`src/rtl/mips_trace_buffer_pkg.sv`:
```
// Shared definitions for the IF/ID trace buffer.
// Entry layout in the trace RAM, MSB to LSB: {cycle tag, PC+4, instruction, flush flag}.
// Provides the index-width helper and the entry-width helper used by the
// interface, the top level and the RAM.
package mips_trace_buffer_pkg;

  // Bit position of the flush flag; the other fields are stacked above it.
  localparam int unsigned FLUSH_BIT = 0;

  // Width of an index into a DEPTH-entry buffer (never less than one bit).
  function automatic int unsigned idx_w(input int unsigned depth);
    return (depth > 1) ? $clog2(depth) : 1;
  endfunction

  function automatic int unsigned entry_w(input int unsigned cyc_w,
                                          input int unsigned addr_w,
                                          input int unsigned ins_w);
    return cyc_w + addr_w + ins_w + 1;
  endfunction

endpackage

```
`src/rtl/mips_trace_buffer_if.sv`:
```
// Bus bundle between the trace buffer and its surroundings.
// Capture side: en, if_id_next_ins_adr, if_id_cur_ins, stall, flush.
// Read side:    rd_req, rd_idx in; rd_valid, rd_err, rd_cycle, rd_pc, rd_ins,
//               rd_flushed out.
// Status:       cycle_count, count, wrapped, done.
// modport master: the core/host side that drives capture and read requests.
// modport slave:  the trace buffer itself.
interface mips_trace_buffer_if
  import mips_trace_buffer_pkg::*;
#(
  parameter int unsigned ADDR_W = 32,
  parameter int unsigned INS_W  = 32,
  parameter int unsigned CYC_W  = 16,
  parameter int unsigned DEPTH  = 16
);
  localparam int unsigned IDX_W = idx_w(DEPTH);

  logic              en;
  logic [ADDR_W-1:0] if_id_next_ins_adr;
  logic [INS_W-1:0]  if_id_cur_ins;
  logic              stall;
  logic              flush;
  logic              rd_req;
  logic [IDX_W-1:0]  rd_idx;
  logic              rd_valid;
  logic              rd_err;
  logic [CYC_W-1:0]  rd_cycle;
  logic [ADDR_W-1:0] rd_pc;
  logic [INS_W-1:0]  rd_ins;
  logic              rd_flushed;
  logic [CYC_W-1:0]  cycle_count;
  logic [IDX_W:0]    count;
  logic              wrapped;
  logic              done;

  modport master (
    output en, if_id_next_ins_adr, if_id_cur_ins, stall, flush, rd_req, rd_idx,
    input  rd_valid, rd_err, rd_cycle, rd_pc, rd_ins, rd_flushed,
           cycle_count, count, wrapped, done
  );

  modport slave (
    input  en, if_id_next_ins_adr, if_id_cur_ins, stall, flush, rd_req, rd_idx,
    output rd_valid, rd_err, rd_cycle, rd_pc, rd_ins, rd_flushed,
           cycle_count, count, wrapped, done
  );
endinterface

```
`src/rtl/mips_trace_buffer_trace_ram.sv`:
```
// DEPTH x WIDTH simple dual-port RAM: synchronous write, registered read.
// Ports: clk_i, rst_i (clears only the read register), we_i/waddr_i/wdata_i
// write port, re_i/raddr_i read port, rdata_o registered read data.
// The read register only loads when re_i is high, so it holds the last
// returned entry otherwise. A read and write to the same address in one cycle
// returns the old contents.
module mips_trace_buffer_trace_ram
  import mips_trace_buffer_pkg::*;
#(
  parameter int unsigned DEPTH = 16,
  parameter int unsigned WIDTH = 81
) (
  input  logic                    clk_i,
  input  logic                    rst_i,
  input  logic                    we_i,
  input  logic [idx_w(DEPTH)-1:0] waddr_i,
  input  logic [WIDTH-1:0]        wdata_i,
  input  logic                    re_i,
  input  logic [idx_w(DEPTH)-1:0] raddr_i,
  output logic [WIDTH-1:0]        rdata_o
);
  logic [WIDTH-1:0] mem_q [DEPTH];
  logic [WIDTH-1:0] rdata_q;

  always_ff @(posedge clk_i) begin
    if (we_i) mem_q[waddr_i] <= wdata_i;
  end

  always_ff @(posedge clk_i or posedge rst_i) begin
    if (rst_i) rdata_q <= '0;
    else if (re_i) rdata_q <= mem_q[raddr_i];
  end

  assign rdata_o = rdata_q;
endmodule

```
`src/rtl/mips_trace_buffer.sv`:
```
// IF/ID trace buffer: captures {cycle, PC+4, instruction, flush} each active,
// unstalled cycle into a circular buffer and serves entries oldest-first over
// a registered read port. Capture halts once the cycle counter reaches
// STOP_CYCLE (0 = never).
// Ports: clk, rst (async, active-high), bus (slave modport of
// mips_trace_buffer_if carrying capture inputs, read port and status).
module mips_trace_buffer
  import mips_trace_buffer_pkg::*;
#(
  parameter int unsigned ADDR_W     = 32,
  parameter int unsigned INS_W      = 32,
  parameter int unsigned CYC_W      = 16,
  parameter int unsigned DEPTH      = 16,
  parameter int unsigned STOP_CYCLE = 50
) (
  input logic                clk,
  input logic                rst,
  mips_trace_buffer_if.slave bus
);
  localparam int unsigned IDX_W   = idx_w(DEPTH);
  localparam int unsigned CNT_W   = IDX_W + 1;
  localparam int unsigned ENTRY_W = entry_w(CYC_W, ADDR_W, INS_W);
  localparam logic [CNT_W-1:0] FULL = CNT_W'(DEPTH);
  localparam logic [CYC_W-1:0] STOP = CYC_W'(STOP_CYCLE);

  logic [CYC_W-1:0]   cyc_q, cyc_d;
  logic [IDX_W-1:0]   wr_ptr_q, wr_ptr_d;
  logic [CNT_W-1:0]   count_q, count_d;
  logic               wrapped_q, wrapped_d;
  logic               done_q, done_d;
  logic               rd_valid_q, rd_valid_d;
  logic               rd_err_q, rd_err_d;
  logic               active, cap, rd_hit;
  logic [IDX_W-1:0]   oldest, rd_addr;
  logic [ENTRY_W-1:0] wr_data, rd_data;

  always_comb begin
    active     = bus.en & ~done_q;
    cap        = active & ~bus.stall;   // stall wins over flush
    cyc_d      = cyc_q;
    wr_ptr_d   = wr_ptr_q;
    count_d    = count_q;
    wrapped_d  = wrapped_q;
    done_d     = done_q;
    if (active) begin
      cyc_d = cyc_q + CYC_W'(1);
      if ((STOP_CYCLE != 0) && (cyc_d == STOP)) done_d = 1'b1;
    end
    if (cap) begin
      wr_ptr_d = wr_ptr_q + IDX_W'(1);
      if (count_q == FULL) wrapped_d = 1'b1;
      else count_d = count_q + CNT_W'(1);
    end
    // Reads resolve against the pre-write state: registered pointers/count
    // here, and the RAM returns old contents on a same-cycle write.
    oldest     = (count_q == FULL) ? wr_ptr_q : '0;
    rd_addr    = oldest + bus.rd_idx;   // wraps modulo DEPTH
    rd_hit     = bus.rd_req && ({1'b0, bus.rd_idx} < count_q);
    rd_valid_d = rd_hit;
    rd_err_d   = bus.rd_req & ~rd_hit;
  end

  assign wr_data = {cyc_q, bus.if_id_next_ins_adr, bus.if_id_cur_ins, bus.flush};

  always_ff @(posedge clk or posedge rst) begin
    if (rst) begin
      cyc_q      <= '0;
      wr_ptr_q   <= '0;
      count_q    <= '0;
      wrapped_q  <= 1'b0;
      done_q     <= 1'b0;
      rd_valid_q <= 1'b0;
      rd_err_q   <= 1'b0;
    end else begin
      cyc_q      <= cyc_d;
      wr_ptr_q   <= wr_ptr_d;
      count_q    <= count_d;
      wrapped_q  <= wrapped_d;
      done_q     <= done_d;
      rd_valid_q <= rd_valid_d;
      rd_err_q   <= rd_err_d;
    end
  end

  mips_trace_buffer_trace_ram #(
    .DEPTH (DEPTH),
    .WIDTH (ENTRY_W)
  ) u_ram (
    .clk_i   (clk),
    .rst_i   (rst),
    .we_i    (cap),
    .waddr_i (wr_ptr_q),
    .wdata_i (wr_data),
    .re_i    (rd_hit),
    .raddr_i (rd_addr),
    .rdata_o (rd_data)
  );

  assign bus.rd_valid    = rd_valid_q;
  assign bus.rd_err      = rd_err_q;
  assign bus.rd_cycle    = rd_data[ENTRY_W-1 -: CYC_W];
  assign bus.rd_pc       = rd_data[INS_W+1 +: ADDR_W];
  assign bus.rd_ins      = rd_data[FLUSH_BIT+1 +: INS_W];
  assign bus.rd_flushed  = rd_data[FLUSH_BIT];
  assign bus.cycle_count = cyc_q;
  assign bus.count       = count_q;
  assign bus.wrapped     = wrapped_q;
  assign bus.done        = done_q;
endmodule

```
`src/flat_wrapper.sv`:
```
// flat-port wrapper written by rule: the top's interface ports become plain ports
module mips_trace_buffer_flat import mips_trace_buffer_pkg::*;
#(
  parameter int unsigned ADDR_W     = 32,
  parameter int unsigned INS_W      = 32,
  parameter int unsigned CYC_W      = 16,
  parameter int unsigned DEPTH      = 16,
  parameter int unsigned STOP_CYCLE = 50
)
  (clk, rst, bus_en, bus_if_id_next_ins_adr, bus_if_id_cur_ins, bus_stall, bus_flush, bus_rd_req, bus_rd_idx, bus_rd_valid, bus_rd_err, bus_rd_cycle, bus_rd_pc, bus_rd_ins, bus_rd_flushed, bus_cycle_count, bus_count, bus_wrapped, bus_done);
  mips_trace_buffer_if #(.ADDR_W(ADDR_W), .INS_W(INS_W), .CYC_W(CYC_W), .DEPTH(DEPTH)) bus_i ();
  input logic clk;
  input logic rst;
  input wire logic [$bits(bus_i.en)-1:0] bus_en;
  input wire logic [$bits(bus_i.if_id_next_ins_adr)-1:0] bus_if_id_next_ins_adr;
  input wire logic [$bits(bus_i.if_id_cur_ins)-1:0] bus_if_id_cur_ins;
  input wire logic [$bits(bus_i.stall)-1:0] bus_stall;
  input wire logic [$bits(bus_i.flush)-1:0] bus_flush;
  input wire logic [$bits(bus_i.rd_req)-1:0] bus_rd_req;
  input wire logic [$bits(bus_i.rd_idx)-1:0] bus_rd_idx;
  output wire logic [$bits(bus_i.rd_valid)-1:0] bus_rd_valid;
  output wire logic [$bits(bus_i.rd_err)-1:0] bus_rd_err;
  output wire logic [$bits(bus_i.rd_cycle)-1:0] bus_rd_cycle;
  output wire logic [$bits(bus_i.rd_pc)-1:0] bus_rd_pc;
  output wire logic [$bits(bus_i.rd_ins)-1:0] bus_rd_ins;
  output wire logic [$bits(bus_i.rd_flushed)-1:0] bus_rd_flushed;
  output wire logic [$bits(bus_i.cycle_count)-1:0] bus_cycle_count;
  output wire logic [$bits(bus_i.count)-1:0] bus_count;
  output wire logic [$bits(bus_i.wrapped)-1:0] bus_wrapped;
  output wire logic [$bits(bus_i.done)-1:0] bus_done;
  assign bus_i.en = bus_en;
  assign bus_i.if_id_next_ins_adr = bus_if_id_next_ins_adr;
  assign bus_i.if_id_cur_ins = bus_if_id_cur_ins;
  assign bus_i.stall = bus_stall;
  assign bus_i.flush = bus_flush;
  assign bus_i.rd_req = bus_rd_req;
  assign bus_i.rd_idx = bus_rd_idx;
  assign bus_rd_valid = bus_i.rd_valid;
  assign bus_rd_err = bus_i.rd_err;
  assign bus_rd_cycle = bus_i.rd_cycle;
  assign bus_rd_pc = bus_i.rd_pc;
  assign bus_rd_ins = bus_i.rd_ins;
  assign bus_rd_flushed = bus_i.rd_flushed;
  assign bus_cycle_count = bus_i.cycle_count;
  assign bus_count = bus_i.count;
  assign bus_wrapped = bus_i.wrapped;
  assign bus_done = bus_i.done;
  mips_trace_buffer #(.ADDR_W(ADDR_W), .INS_W(INS_W), .CYC_W(CYC_W), .DEPTH(DEPTH), .STOP_CYCLE(STOP_CYCLE)) u_core (.clk(clk), .rst(rst), .bus(bus_i));
endmodule
```
`config.mk`:
```
export PLATFORM = sky130hd
export DESIGN_NAME = mips_trace_buffer_flat
export DESIGN_NICKNAME = d
export VERILOG_FILES = /design/src/rtl/mips_trace_buffer_pkg.sv /design/src/rtl/mips_trace_buffer_if.sv /design/src/rtl/mips_trace_buffer_trace_ram.sv /design/src/rtl/mips_trace_buffer.sv /design/src/flat_wrapper.sv
export SDC_FILE = /design/constraint.sdc
export NUM_CORES = 1
export LEC_CHECK = 0
export BUFFER_PORTS_ARGS = -buffer_cell sky130_fd_sc_hd__clkbuf_2
export CORE_MARGIN = 2
export CORE_UTILIZATION = 61
export DETAILED_ROUTE_END_ITERATION = 6
export PLACE_DENSITY = 0.88
export SETUP_SLACK_MARGIN = 0.2
export SLEW_MARGIN = 20
export SYNTH_ARGS = -nofsm -noshare
export SYNTH_HDL_FRONTEND = slang
export SYNTH_HIERARCHICAL = 1
export SYNTH_SLANG_ARGS = --single-unit
```
`constraint.sdc`:
```
create_clock -name clk -period 13 [get_ports clk]
set_input_delay 2.6 -clock clk [delete_from_list [all_inputs] [get_ports clk]]
set_output_delay 2.6 -clock clk [all_outputs]
set_load 0.02 [all_outputs]
```
==> impl_metrics.yaml, run 1 <==
run_status:
  outcome: "finished, final reports clean"
cts:
  post_cts_buffers: 0
  cts_resized: 0
  cts-root-buf: "clkbuf_16"
  cts.clk_slew.worst_paths_ns: 0.06
  cts_tree: "yes"
  cts.sinks: 1406
  worstSkewPairLatency_ns: 0.74
  cts_buffers: 134
  htree_levels: 4
  cts_hold_buf: 0
  clk_path_buf_depth: 3
synthesis:
  synth_seq_cells: 1406
  seq_area_frac_synth_pct: 77.5
  netlist_area_um2: 53700
  synth_area_per_cell_um2: 22.9
  syn-num-nets: 2430
  yosysWarnings: 6
  synth_cells: 2344
  yosys.area_share.simple_pct: 1.55
  muxShareOfSynthArea_pct: 15.2
  synthAdderAreaFrac_pct: 0.293
  synth_edf_count: 1296
  synthXorXnorAreaFrac_pct: 0.440
  synth_top_family_by_area: "multiplexers"
  synth_cell_types: 53
  async_flop_share_pct: 7.82
  synth-main-ff-cell: "edfxtp_1"
  synth_compound_area_share_pct: 3.37
grt:
  grt_pass1_wl_mm: 199
  grt_usage_pct: 31.1
  grt-ovfl-total: 0
  grt_start_max_net_pins: 132
  antenna_found_initial: 16
  first_global_vias: 28800
setup_path:
  cpLargestDelayFamily: "buffers and inverters"
  cp_num_buf_inv: 3
  max_stage_delay_ns: 0.96
  crit_path_max_fanout: 126
  arrival_ns: 6.79
  endpoint_kind: "register"
  cp-start-kind: "primary input"
  cp_slowest_cell: "buf_4"
  worst_ep_required_time_ns: 13.55
  path_cells: "clkbuf_2 > ha_1 > fa_4 > xor2_4 > buf_12 > buf_4 > mux4_2 > mux2i_1 > a221oi_2"
  path_class: "in -> reg"
finish:
  finish.utilization_pct: 69.3
  layout_commonest_cell: "edfxtp_1"
  final_cell_mix: "edfxtp_1 (1296), mux4_2 (314), clkbuf_2 (179), clkbuf_16 (139), dfrtp_1 (110)"
  syn_to_final_growth_pct: 12.3
  finalInstanceArea_um2: 60300
  drive_above_1_share_pct: 31.7
  nets: 2667
floorplan:
  die_h_um: 301
  fp.coreArea_um2: 87000
  fp.dieW_um: 301
  rows: 108
  io_pins: 180
  die_area_um2: 90500
  initial_utilization_pct: 61.8
pwr:
  p_leak_nw: 19.8
  p_total_w: 0.0115
  irDropWorstVdd_uv: 156
  power.density_nw_per_um2: 191
sta:
  rsz0062_at_grt: "no"
  finalCritPeriodShare_pct: 48.0
  fin_tns_setup_ns: 0
  clock_skew_ns: 0.0348
  setup_viol: 0
  hold_violations: 0
  fin_crit_ns: 6.23
  fmax_ghz: 0.160
  worst_slew_pin_slew_ns: 1.15
  slew_viol_final: 0
  slew_headroom_pct: 23.4
  holdWs_ns: 0.459
detailed_routing:
  vias_per_cell: 7.08
  ant_nets: 0
  drcViolationCount: 0
  dr_total_vias: 27300
  wl_mm: 138
  drt_iter0_drc: 4075
  drt_first_pass_iters: 6
  avgRoutedWirePerCell_um: 35.8
worst_hold_path:
  min_path_type: "reg -> reg"
placed_design:
  gp_congestion: 0.736
  post-dp-hpwl_mm: 64.1
  placed_cell_area_um2: 55800
  io_buffers: 179
run:
  drv_cap: 0
per-stage QoR:
| step | setup slack, ns | std cells |
|---|---|---|
| 5_1_grt | 6.65 | 3859 |
| 6_report | 6.77 | 3859 |
| 3_5_place_dp | 6.16 | 3599 |
| 3_3_place_gp | 6.30 | 3599 |
| 2_1_floorplan | 3.22 | 2344 |
| 4_1_cts | 6.83 | 3847 |
sequential cells by signal (all words and copies together) (netlist names):
| name | cells |
|---|---|
| u_core/bus.rd_err | 1 |
| u_core/bus.wrapped | 1 |
| u_core/bus.cycle_count | 16 |
| u_core/u_ram/rdata_o | 81 |
| u_core/wr_ptr_q | 4 |
| u_core/bus.rd_valid | 1 |
| u_core/bus.count | 5 |
| u_core/u_ram/mem_q | 1296 |
| u_core/bus.done | 1 |
cell families after synthesis:
logic type | count (synthesis)
adders and majority gates | 12
DFF | 1406
buffers and inverters | 135
and+or+nand+nor | 176
muxes | 407
xor gates and xnor gates | 27
AOI/OAI and AO/OA | 181
synthesized netlist by cell type, types with 14 or more instances:
library cell,instances,area [um2]
a221oi_2,74,1110
dfrtp_1,110,2750
mux4_2,314,7070
buf_4,14,105
xnor2_1,16,140
o22ai_1,81,507
mux2i_1,82,821
edfxtp_1,1296,38900
nor2_1,101,379
buf_6,29,327
nand2_1,21,78.8
buf_2,31,155
clkbuf_1,46,173
where the power goes:
part	total (W)	switching [W]	internal [W]
sequential	0.00566	0.000307	0.00536
combinational	0.00190	0.00121	0.000691
clock	0.00395	0.00173	0.00222
total	0.0115	0.00325	0.00826
per-layer routing:
layer,GRT usage (%),routed length (um),vias to the layer above
li1,-,-,10400
met5,0,55,-
met3,6.33,15300,420
met1,40.0,45700,14200
met4,14.7,6290,8
met2,51.5,70800,2230
worst paths after layout:
| path | slack [ns] | endpoint | start | depth (start not counted) |
|---|---|---|---|---|
| max in group asynchronous | 9.42 | u_core/u_ram/rdata_o[7]$_DFFE_PP0P_ | rst | 3 |
| max reg2reg | 7.28 | u_core/u_ram/rdata_o[70]$_DFFE_PP0P_ | u_core/bus.count[1]$_DFFE_PP0P_ | 13 |
| min in group asynchronous | 1.95 | u_core/bus.rd_err$_DFF_PP0_ | rst | 3 |
| min | 0.46 | u_core/bus.wrapped$_DFFE_PP0P_ | u_core/bus.wrapped$_DFFE_PP0P_ | 1 |
| max | 6.77 | u_core/u_ram/rdata_o[70]$_DFFE_PP0P_ | bus_rd_idx[0] | 9 |
| min reg2reg | 0.46 | u_core/bus.wrapped$_DFFE_PP0P_ | u_core/bus.wrapped$_DFFE_PP0P_ | 1 |
final cells by class:
class	instances	area [um2]
clock inverters	65	672
repair buffers	229	1350
multi-input cells	803	11400
diodes	11	27.5
fillers	4836	26700
flip-flops and latches	1406	41700
inverters	7	28.8
clock buffers	183	3760
well taps	1155	1450
(Power assumes the default switching activity.)
==> run 2: changes to the inputs <==
==> constraint.sdc (replaced) <==
create_clock -name clk -period 6.4 [get_ports clk]
set_input_delay 1.28 -clock clk [delete_from_list [all_inputs] [get_ports clk]]
set_output_delay 1.28 -clock clk [all_outputs]
set_load 0.02 [all_outputs]
==> run 2 against run 1 <==
Effect of this change: critical path depth increased by 4; sequential power rose by 100%; core utilization increased by 0.40 points; combinational power up 110%; hold slack gained 0.051 ns; worst setup slack lost 5.1 ns; total power up 110%; critical endpoint is now u_core/u_ram/rdata_o[38]$_DFFE_PP0P_.
==> impl_metrics.yaml, run 2 (same netlist as run 1, synthesis figures left out) <==
cts:
  clk_path_buf_depth: 3
  cts-root-buf: "clkbuf_16"
  cts.sinks: 1406
  cts_resized: 0
  htree_levels: 4
  post_cts_buffers: 0
  cts_tree: "yes"
  cts_buffers: 136
  cts.clk_slew.worst_paths_ns: 0.06
  cts_hold_buf: 0
  worstSkewPairLatency_ns: 0.76
sta:
  hold_violations: 0
  finalCritPeriodShare_pct: 73.4
  slew_viol_final: 0
  fin_crit_ns: 4.70
  worst_slew_pin_slew_ns: 1.22
  timing.final.ws_setup_ns: 1.70
  fmax_ghz: 0.213
  setup_viol: 0
  clock_skew_ns: 0.0284
  fin_tns_setup_ns: 0
  slew_headroom_pct: 19.0
  rsz0062_at_grt: "no"
detailed_routing:
  drcViolationCount: 0
  ant_nets: 0
  dr_total_vias: 27800
  vias_per_cell: 7.19
  wl_mm: 142
  avgRoutedWirePerCell_um: 36.6
  drt_iter0_drc: 4272
  drt_first_pass_iters: 5
finish:
  nFillCells: 4739
  syn_to_final_growth_pct: 12.9
  largest_register: "u_core/u_ram/mem_q"
  final_cell_mix: "edfxtp_1 (1296), mux4_2 (314), clkbuf_2 (179), clkbuf_16 (139), dfrtp_1 (110)"
  multi_input_area_um2: 11400
  layout_commonest_cell: "edfxtp_1"
  nets: 2674
  largest_reg_flops: 1296
  ff_latch_area_um2: 41700
  drive_above_1_share_pct: 31.9
pwr:
  power.density_nw_per_um2: 389
  irDropWorstVdd_uv: 341
  p_leak_nw: 19.9
floorplan:
  io_pins: 180
  die_area_um2: 90500
  fp.coreArea_um2: 87000
  fp.dieW_um: 301
  die_h_um: 301
  initial_utilization_pct: 61.8
  rows: 108
setup_path:
  reg2reg_depth: 13
  cp-start-kind: "register"
  reg2reg_from: "u_core/bus.count[0]$_DFFE_PP0P_"
  reg2reg_to: "u_core/u_ram/rdata_o[38]$_DFFE_PP0P_"
  rrSetupSlack_ns: 1.70
  max_stage_delay_ns: 0.84
  cp_slowest_cell: "buf_4"
  endpoint_kind: "register"
  worst_path_most_repeated_cell: "ha_1"
  path_class: "reg -> reg"
  crit_path_max_fanout: 45
  worst_ep_required_time_ns: 7.02
  path_cells: "inv_1 > ha_1 > nand2_1 > nor3_1 > and2_1 > ha_1 > a21o_1 > a21oi_1 > xor2_4 > nand2b_4 > buf_4 > o22ai_1 > a221oi_2"
  arrival_ns: 5.32
placed_design:
  post-dp-hpwl_mm: 64.1
  io_buffers: 179
  gp_congestion: 0.746
  dp_slack_ns: 1.76
grt:
  use_met1_pct: 41.0
  first_global_vias: 29400
  grt-ovfl-total: 0
  use_met3_pct: 7.97
  grt_usage_pct: 32.1
  grt_pass1_wl_mm: 205
  busiest_layer: "met2"
  grt_start_max_net_pins: 163
  gr-usage-met2_pct: 51.8
  antenna_found_initial: 20
run_status:
  outcome: "finished, final reports clean"
run:
  drv_cap: 0
worst_hold_path:
  holdPathStages: 1
  min_path_type: "reg -> reg"
  hp-start: "u_core/bus.wrapped$_DFFE_PP0P_"
  holdPathEnd: "u_core/bus.wrapped$_DFFE_PP0P_"
[run 2: cell types whose count changed in the layout (fill, tap and decap cells not counted), sizes merged]
cell | before | now
clkinvlp | 1 | 7
buf | 50 | 55
clkbuf | 362 | 357
bufinv | 8 | 11
inv | 13 | 14
[run 2: per-layer routing]
| metal | share of wire, % | routed length (um) |
|---|---|---|
| met5 | 0.068 | 96 |
| met3 | 12 | 17100 |
| met2 | 50 | 71000 |
| met1 | 33 | 46400 |
| met4 | 5.0 | 7100 |
[run 2: final cells by class]
cell class	instances	share of cell area (%)
flip-flops and latches	1406	68.7
multi-input cells	803	18.8
clock buffers	178	6.06
repair buffers	234	2.68
well taps	1155	2.38
clock inverters	75	1.32
inverters	7	0.0474
diodes	11	0.0454
[run 2: critical path, delay by kind of cell (launching register included)]
kind,cells,cell delay [ns]
buffers and inverters,2,0.95
XOR/XNOR,1,0.17
adder cells (fa/ha/maj),2,0.40
AO/OA/AOI/OAI,4,1.17
flip-flops,1,0.43
AND/OR/NAND/NOR,4,1.43
[run 2: report_power, final]
group,total [W],internal [W],switching [W]
Sequential,0.0115,0.0109,0.000643
Combinational,0.00397,0.00145,0.00252
Clock,0.00814,0.00456,0.00358
[run 2: worst max-delay path by stage]
stage | startpoint | slack (ns) | end
detailed placement | bus_rd_idx[0] | 1.76 | u_core/u_ram/rdata_o[5]$_DFFE_PP0P_
floorplan | bus_en | 0.14 | u_core/u_ram/mem_q[1][0]$_DFFE_PP_
CTS | u_core/bus.count[0]$_DFFE_PP0P_ | 1.82 | u_core/u_ram/rdata_o[38]$_DFFE_PP0P_
finish | u_core/bus.count[0]$_DFFE_PP0P_ | 1.70 | u_core/u_ram/rdata_o[38]$_DFFE_PP0P_
global placement | bus_rd_idx[1] | 1.87 | u_core/u_ram/rdata_o[1]$_DFFE_PP0P_
global route | u_core/bus.count[0]$_DFFE_PP0P_ | 1.54 | u_core/u_ram/rdata_o[17]$_DFFE_PP0P_
[run 2: metrics by stage]
stage	utilization, %	std cells	hold slack [ns]	power, W	cell area (um2)
after floorplan	-	2344	0.510	0.0140	53800
after global placement	64.5	3604	0.480	0.0152	56200
after detailed placement	64.5	3604	0.500	0.0154	56200
after CTS	69.7	3857	0.522	0.0236	60600
after global routing	69.7	3868	0.541	0.0242	60700
final	69.7	3869	0.510	0.0236	60700
